===== src/rtl/sfm_streamer_strb_gen_2d.sv =====
// Byte-strobe generator for the SoftEx streamer (2D variant).
//
// Sits between the HCI streamer data path and the memory-side stream. Data,
// valid and ready pass through with zero latency while the block is running.
// The block generates a byte strobe that masks:
//   - leading bytes of the first beat of every row (unaligned base address);
//   - trailing bytes of the last beat of every row (row length not a multiple
//     of the bus width).
// It also counts beats and rows itself and reports busy/done.
//
// The stream_i sink and the stream_o source are flattened into plain ports:
//   stream_i : in_data_i, in_valid_i, in_ready_o
//   stream_o : out_data_o, out_strb_o, out_valid_o, out_ready_i
//
// Ports:
//   clk_i        clock, all state on the rising edge
//   rst_i        synchronous active-high reset
//   clear_i      synchronous soft clear, same effect as rst_i
//   start_i      one-cycle pulse, latches config and starts a transfer
//   base_addr_i  transfer base byte address (only the in-beat offset is used)
//   d0_len_i     bytes per row
//   d1_len_i     number of rows
//   busy_o       high while the transfer is running or in its done cycle
//   done_o       one-cycle pulse after the last beat handshake
module sfm_streamer_strb_gen_2d #(
    parameter int unsigned DW    = 128,
    parameter int unsigned CNT_W = 32
) (
    input  logic               clk_i,
    input  logic               rst_i,
    input  logic               clear_i,
    input  logic               start_i,
    input  logic [CNT_W-1:0]   base_addr_i,
    input  logic [CNT_W-1:0]   d0_len_i,
    input  logic [CNT_W-1:0]   d1_len_i,
    output logic               busy_o,
    output logic               done_o,
    // stream_i (sink)
    input  logic [DW-1:0]      in_data_i,
    input  logic               in_valid_i,
    output logic               in_ready_o,
    // stream_o (source)
    output logic [DW-1:0]      out_data_o,
    output logic [DW/8-1:0]    out_strb_o,
    output logic               out_valid_o,
    input  logic               out_ready_i
);

    localparam int unsigned NB    = DW / 8;
    // NB must be at least 2 so the offset field has a non-zero width.
    localparam int unsigned OFF_W = $clog2(NB);

    typedef enum logic [1:0] {
        StIdle,
        StRun,
        StDone
    } state_e;

    state_e             state_q, state_d;
    logic [CNT_W-1:0]   beat_cnt_q, beat_cnt_d;
    logic [CNT_W-1:0]   row_cnt_q, row_cnt_d;

    // Latched configuration. The beat and row limits are stored as "last index"
    // values so the per-beat comparisons need no arithmetic.
    logic [OFF_W-1:0]   off_q, off_d;
    logic [OFF_W-1:0]   end_b_q, end_b_d;
    logic [CNT_W-1:0]   beat_last_q, beat_last_d;
    logic [CNT_W-1:0]   row_last_q, row_last_d;

    logic               running;
    logic               hs;
    logic               first_beat;
    logic               last_beat;
    logic               last_row;

    // Start-time configuration decode.
    logic [OFF_W-1:0]   off_in;
    logic [CNT_W:0]     bpr_in;
    logic [OFF_W-1:0]   end_b_in;
    logic               empty_in;

    // Upper address bits are don't-care: rows are stride-aligned to the bus.
    logic               unused_base;
    assign unused_base = ^base_addr_i[CNT_W-1:OFF_W];

    assign off_in   = base_addr_i[OFF_W-1:0];
    // Computed one bit wider than CNT_W so off + len + NB - 1 cannot overflow.
    assign bpr_in   = ({1'b0, d0_len_i} + {{(CNT_W+1-OFF_W){1'b0}}, off_in}
                       + (CNT_W+1)'(NB - 1)) >> OFF_W;
    // Only the low bits matter for (off + len - 1) mod NB.
    assign end_b_in = off_in + d0_len_i[OFF_W-1:0] - OFF_W'(1);
    assign empty_in = (d0_len_i == '0) || (d1_len_i == '0);

    // Zero-latency data path, gated by the RUN state.
    assign running     = (state_q == StRun);
    assign out_data_o  = in_data_i;
    assign out_valid_o = in_valid_i & running;
    assign in_ready_o  = out_ready_i & running;
    assign hs          = in_valid_i & in_ready_o;

    assign first_beat  = (beat_cnt_q == '0);
    assign last_beat   = (beat_cnt_q == beat_last_q);
    assign last_row    = (row_cnt_q == row_last_q);

    assign busy_o      = (state_q != StIdle);
    assign done_o      = (state_q == StDone);

    // Strobe: leading mask on the first beat, trailing mask on the last beat,
    // both on a single-beat row, all ones in between.
    always_comb begin
        out_strb_o = '0;
        if (running) begin
            for (int unsigned i = 0; i < NB; i++) begin
                out_strb_o[i] = 1'b1;
                if (first_beat && (OFF_W'(i) < off_q)) begin
                    out_strb_o[i] = 1'b0;
                end
                if (last_beat && (OFF_W'(i) > end_b_q)) begin
                    out_strb_o[i] = 1'b0;
                end
            end
        end
    end

    always_comb begin
        state_d     = state_q;
        beat_cnt_d  = beat_cnt_q;
        row_cnt_d   = row_cnt_q;
        off_d       = off_q;
        end_b_d     = end_b_q;
        beat_last_d = beat_last_q;
        row_last_d  = row_last_q;

        unique case (state_q)
            StIdle: begin
                if (start_i) begin
                    off_d       = off_in;
                    end_b_d     = end_b_in;
                    // bpr_in >= 1 whenever len != 0, and bpr_in - 1 fits in CNT_W.
                    beat_last_d = CNT_W'(bpr_in - (CNT_W+1)'(1));
                    row_last_d  = d1_len_i - CNT_W'(1);
                    beat_cnt_d  = '0;
                    row_cnt_d   = '0;
                    state_d     = empty_in ? StDone : StRun;
                end
            end
            StRun: begin
                if (hs) begin
                    if (last_beat) begin
                        beat_cnt_d = '0;
                        row_cnt_d  = row_cnt_q + CNT_W'(1);
                        if (last_row) begin
                            state_d = StDone;
                        end
                    end else begin
                        beat_cnt_d = beat_cnt_q + CNT_W'(1);
                    end
                end
            end
            StDone: begin
                // start_i here is deliberately dropped.
                state_d = StIdle;
            end
            default: begin
                state_d = StIdle;
            end
        endcase
    end

    // Clear has priority over handshakes and start in the same cycle.
    always_ff @(posedge clk_i) begin
        if (rst_i || clear_i) begin
            state_q     <= StIdle;
            beat_cnt_q  <= '0;
            row_cnt_q   <= '0;
            off_q       <= '0;
            end_b_q     <= '0;
            beat_last_q <= '0;
            row_last_q  <= '0;
        end else begin
            state_q     <= state_d;
            beat_cnt_q  <= beat_cnt_d;
            row_cnt_q   <= row_cnt_d;
            off_q       <= off_d;
            end_b_q     <= end_b_d;
            beat_last_q <= beat_last_d;
            row_last_q  <= row_last_d;
        end
    end

endmodule


===== config.mk =====
export PLATFORM = sky130hd
export DESIGN_NAME = sfm_streamer_strb_gen_2d
export DESIGN_NICKNAME = d
export VERILOG_FILES = /design/src/rtl/sfm_streamer_strb_gen_2d.sv
export SDC_FILE = /design/constraint.sdc
export NUM_CORES = 1
export LEC_CHECK = 0
export CAP_MARGIN = 20
export CELL_PAD_IN_SITES_DETAIL_PLACEMENT = 0
export CELL_PAD_IN_SITES_GLOBAL_PLACEMENT = 1
export CORE_ASPECT_RATIO = 0.6
export CORE_MARGIN = 1.5
export CORE_UTILIZATION = 34
export CTS_CLUSTER_SIZE = 20
export DETAILED_ROUTE_END_ITERATION = 8
export PLACE_DENSITY = 0.86
export SYNTH_ARGS = -nofsm -noshare
export SYNTH_HDL_FRONTEND = slang
export SYNTH_SLANG_ARGS = --single-unit

===== constraint.sdc =====
create_clock -name clk_i -period 10 [get_ports clk_i]
set_input_delay 1 -clock clk_i [delete_from_list [all_inputs] [get_ports clk_i]]
set_output_delay 1 -clock clk_i [all_outputs]
set_load 0.02 [all_outputs]

After elaboration in Yosys (flattened, before gate mapping)
Index checks and enable logic that the tools add are counted.
Word-level totals
  bits of input ports: 230
  register bits: 138
  output and inout port bits: 148
  word-level logic and storage cells: 148
Operators by class
  equality and inequality tests: 8
  bitwise logic cells: 3
  multiplexer cells: 46
  reductions and logical operators: 44
  $add $sub $neg: 8
  $lt $le $gt $ge: 32
Operator list (number)
  32-bit 2-to-1 mux: 5
  32-bit case mux with 2 select lines: 2
  32-bit logical NOT: 3
  32-bit by 1-bit adder with 32-bit output, second input constant: 2
  32-bit equality test: 2
  32-bit by 4-bit adder with 33-bit output: 1
  33-bit by 4-bit adder with 33-bit output, second input constant: 1
  4-bit greater-than comparator, first input constant: 8
  1-bit logical AND: 32
  4-bit < comparator, first input constant: 8
  1-bit 2-to-1 mux: 32
  32-bit by 1-bit subtractor with 32-bit output, second input constant: 1
  29-bit by 1-bit subtractor with 30-bit output, second input constant: 1
  3-bit by 4-bit greater-than comparator with 1-bit output, first input constant: 4
  3-bit by 4-bit < comparator with 1-bit output, first input constant: 4
  16-bit 2-to-1 mux: 1
  2-bit 2-to-1 mux: 5
  1-bit by 4-bit greater-than comparator with 1-bit output, first input constant: 2
  2-bit by 4-bit greater-than comparator with 1-bit output, first input constant: 2
  1-bit by 4-bit < comparator with 1-bit output, first input constant: 2
  2-bit by 4-bit < comparator with 1-bit output, first input constant: 2
  4-bit AND reduction: 2
  2-bit by 1-bit inequality test with 1-bit output, second input constant: 3
  4-bit adder: 1
  11 further kinds: 15

Logic depth before layout (Yosys ltp)
  depth after elaboration: 5
  gate-level depth with buffers: 18

Worst setup path before layout
Ideal clock, no wire load.
  path kind: in2reg
  start: input port base_addr_i[1]
  end: register beat_last_q[22]
  data arrival time: 4280 ps
  path slack: 5597 ps
  stages on the path: 18
  required time: 9877 ps
  path buffers: 2
  cell sequence: inv_1 ha_1 inv_1 ha_1 fa_1 a211oi_2 buf_4 o21ai_0 nand2_1 ha_1 nor2b_1 a32oi_1 or3_1 clkbuf_1 or4_1 mux2_2 nand2_1 o211ai_2
Between the ends
  longest elaborated chain between the ends: 3
Ends and longest elaborated chain
  start, declared: line 33  | input logic [CNT_W-1:0] base_addr_i,
  32-bit by 4-bit adder with 33-bit output: line 88  | assign bpr_in = ({1'b0, d0_len_i} + {{(CNT_W+1-OFF_W){1'b0}}, off_in}
  33-bit by 4-bit adder with 33-bit output: line 89  | + (CNT_W+1)'(NB - 1)) >> OFF_W;
  29-bit by 1-bit subtractor with 30-bit output: line 140  | beat_last_d = CNT_W'(bpr_in - (CNT_W+1)'(1));
  end signal, assigned: line 186  | beat_last_q <= beat_last_d;
  end, declared: line 67  | logic [CNT_W-1:0] beat_last_q, beat_last_d;
No other way between the ends.
A chain may end at the register's enable or synchronous reset.

Worst setup path after layout
  start: input port base_addr_i[1]
  end: register beat_last_q[28]
The elaborated chain is that of the path after synthesis.

==> impl_metrics.ini <==
[status]
status = finished, violations left
violations = DRC

[cts]
tritoncts = built
cts_setup_buffers = 0
numCtsBuffers = 17
clockBufferDepth = 2
cts.sinks = 136
clkTransAtPathRegs_ps = 60
hold_buffers = 0
cts_resized = 0
clkLatencyLatePin_ps = 430
htree_levels = 4
ctsRootBufferMaster = clkbuf_16

[yosys]
syn_inst = 1265
synth_compound_area_share_pct = 12.53
syn_nets = 1509
ys_ff_latch = 136
yosysMostFrequentCell = nor2_1
synth-async-reset-ratio_pct = 0
syn_avg_cell_area_um2 = 7.670
synthSimpleGateAreaFrac_pct = 27.57
ys.flop_type = dfxtp_1
yosys.area_share.adder_pct = 1.883
synthMuxAreaShare_pct = 0.5416
synth_top_area_cell = dfxtp_1
ys_seq_area_share_pct = 28.06
netlist_area_um2 = 9703
synth_enable_flop_cells = 0
yosys-top-cells-count = 152 x nor2_1, 136 x dfxtp_1, 134 x buf_4
synth.distinct_cells = 70
ys_top_cells_by_area = dfxtp_1 28%, buf_4 10%, xor2_1 7.9%, xnor2_1 7.4%, nor2_1 5.9%
yosysWarnings = 0
synth_xor_area_share_pct = 15.34
synth_top_family_by_area = simple AND/OR/NAND/NOR gates
synth_top_area_share_pct = 28.06

[setup_path]
r2r_start = beat_cnt_q[24]
rr_worst_depth = 9
slowest_delay_ps = 760
crit_buf_inv = 3
crit_fanout = 11
critical_path.slowest_cell = a211oi_2
start_kind = primary input
crit_family = compound AO/OA/AOI/OAI gates
rrSetupSlack_ps = 6410
cp-end-kind = flip-flop
critical_path_class = primary input to flip-flop
crit_arrival_ps = 5880
r2r_end = row_cnt_q[27]
cp_cell_sequence = clkdlybuf4s50_1 > inv_1 > ha_1 > inv_1 > ha_1 > fa_1 > a211oi_2 > or2_1 > a21oi_1 > o2bb2ai_1 > o21ai_0 > nor3_1 > and4bb_2 > mux2i_1 > nor2_1
cp.required_ps = 10320

[placement]
dpl.hpwl_um = 21190
portBuffers = 93
place_congestion = 0.8961

[global_routing]
grt_pass1_wl_um = 43070
grt_pass1_vias = 7688
antenna_found_initial = 1
overflow = 0
grt_usage_pct = 18.54
grt_max_degree = 102

[sta]
maxSlewViolCount = 0
rsz0062_at_grt = no
slew-limit-headroom_pct = 27.18
finClkSkew_ps = 8.824
worst_pin_slew_ps = 1090
finalHoldViolCount = 0
fmax_mhz = 179.8
finalCriticalPeriod_ps = 5562
post-route-period-util_pct = 55.62
finalSetupViolCount = 0
tns_ps = 0

[drt]
drcViolationCount = 1
num_vias = 8596
ant_nets = 0
drt-pass1-iter-count = 9
wl_um = 27750
viasPerCell = 5.465
drtIter0Drc = 663
wire_per_inst_um = 17.64

[pwr]
p_leak_nw = 3.628
power_density_nw_per_um2 = 140.9
max-vdd-ir-drop_uv = 115.8

[floorplan]
die_h_um = 133.9
fp-row-count = 47
ios = 378
dieArea_um2 = 29590
coreArea_um2 = 27820
initial_core_util_pct = 34.88
die_x_um = 221.1

[worst_hold_path]
whs_endpoint = beat_last_q[7]
holdCritPathClass = flip-flop to flip-flop
holdCritStartpoint = beat_last_q[7]
whs_path_depth = 2

[layout]
utilization_pct = 37.97
syn2layout_area_growth_pct = 8.858
final_net_count = 1436
drive_gt1_share_pct = 4.730

[flow_run]
cap_violations = 0
flip-flops by register name (all words and copies together), names as in the netlist:
| name | flops |
|---|---|
| row_cnt_q | 32 |
| row_last_q | 32 |
| end_b_q | 4 |
| beat_cnt_q | 32 |
| state_q | 2 |
| off_q | 4 |
| beat_last_q | 30 |
layout by cell type (no fill, tap or decap), types with 7 or more instances in the layout:
cell,netlist,layout
xor2_1,88,88
nand4_1,42,42
nor4_1,41,41
nor2_1,152,152
clkdlybuf4s50_1,0,93
and3_1,12,12
dfxtp_1,136,136
xnor2_1,82,82
nand3_1,60,60
and4_1,10,10
clkbuf_16,0,17
and2_1,10,9
or4_1,10,10
a21oi_1,48,48
nor2b_1,7,7
a211oi_1,34,34
or3_1,20,20
nor3_1,36,36
nand2_1,98,98
ha_1,13,13
o21ai_0,39,39
a311oi_1,13,13
inv_1,37,37
power breakdown:
group | total [mW] | internal (mW) | leakage [nW] | switching, mW
Sequential | 0.567 | 0.555 | 1.10 | 0.0122
Combinational | 0.222 | 0.0899 | 2.21 | 0.132
Clock | 0.700 | 0.444 | 0.318 | 0.256
layer usage:
metal	GRT usage (%)	up-vias	wire length, µm
met5	1.290	-	0
met4	4.100	0	287
met3	7.558	19	3131
met2	22.91	419	10290
met1	28.52	3987	14040
li1	-	4171	-
kinds of logic (layout without fill, tap and decap cells):
| kind of cell | Yosys count | after routing |
|---|---|---|
| AOI/OAI and AO/OA | 184 | 184 |
| xor gates and xnor gates | 170 | 170 |
| adders and majority gates | 14 | 14 |
| buffers and inverters | 228 | 168 |
| DFF | 136 | 136 |
| muxes | 5 | 5 |
| other | 0 | 1 |
| and+or+nand+nor | 528 | 528 |
area by class of cell:
class	count	area (µm²)
fill	2840	17250
tap	367	459.2
inverter	37	138.9
clock inverter	15	221.5
timing repair buffer	99	975.9
sequential	136	2723
clock buffer	17	425.4
multi-input combinational	901	5617
antenna	1	2.502
through the flow:
step                hold WS, ps  instances  area [µm²]  power, mW  worst slack, ps
floorplan                 443.4       1265        9703     0.7848             5597
global placement          457.8       1540        9913     0.7947             4185
detailed placement        459.6       1540        9913     0.7965             4126
CTS                       467.7       1572       10560      1.489             4570
global route              486.0       1573       10560      1.543             4092
finish                    465.2       1573       10560      1.488             4438
worst max-delay path by stage:
stage / start / end / slack [ps] / cells after the start
CTS: base_addr_i[1] / beat_last_q[28] / 4570 / 15
global placement: base_addr_i[1] / beat_last_q[28] / 4180 / 15
finish: base_addr_i[1] / beat_last_q[28] / 4440 / 15
floorplan: base_addr_i[1] / beat_last_q[22] / 5600 / 18
detailed placement: base_addr_i[1] / beat_last_q[28] / 4130 / 15
global route: base_addr_i[1] / beat_last_q[28] / 4090 / 15
worst reg2reg max path: stages, from the launching register on:
cell and delay (ps):
dfxtp_1 520, xnor2_1 160, nand4_1 110, nor3_1 460, nand3_1 540, a2111oi_2 960, nand2_1 240, nor3_1 240
xnor2_1 150, nor2_1 60
Note: power is estimated with default switching activity, not from simulation.
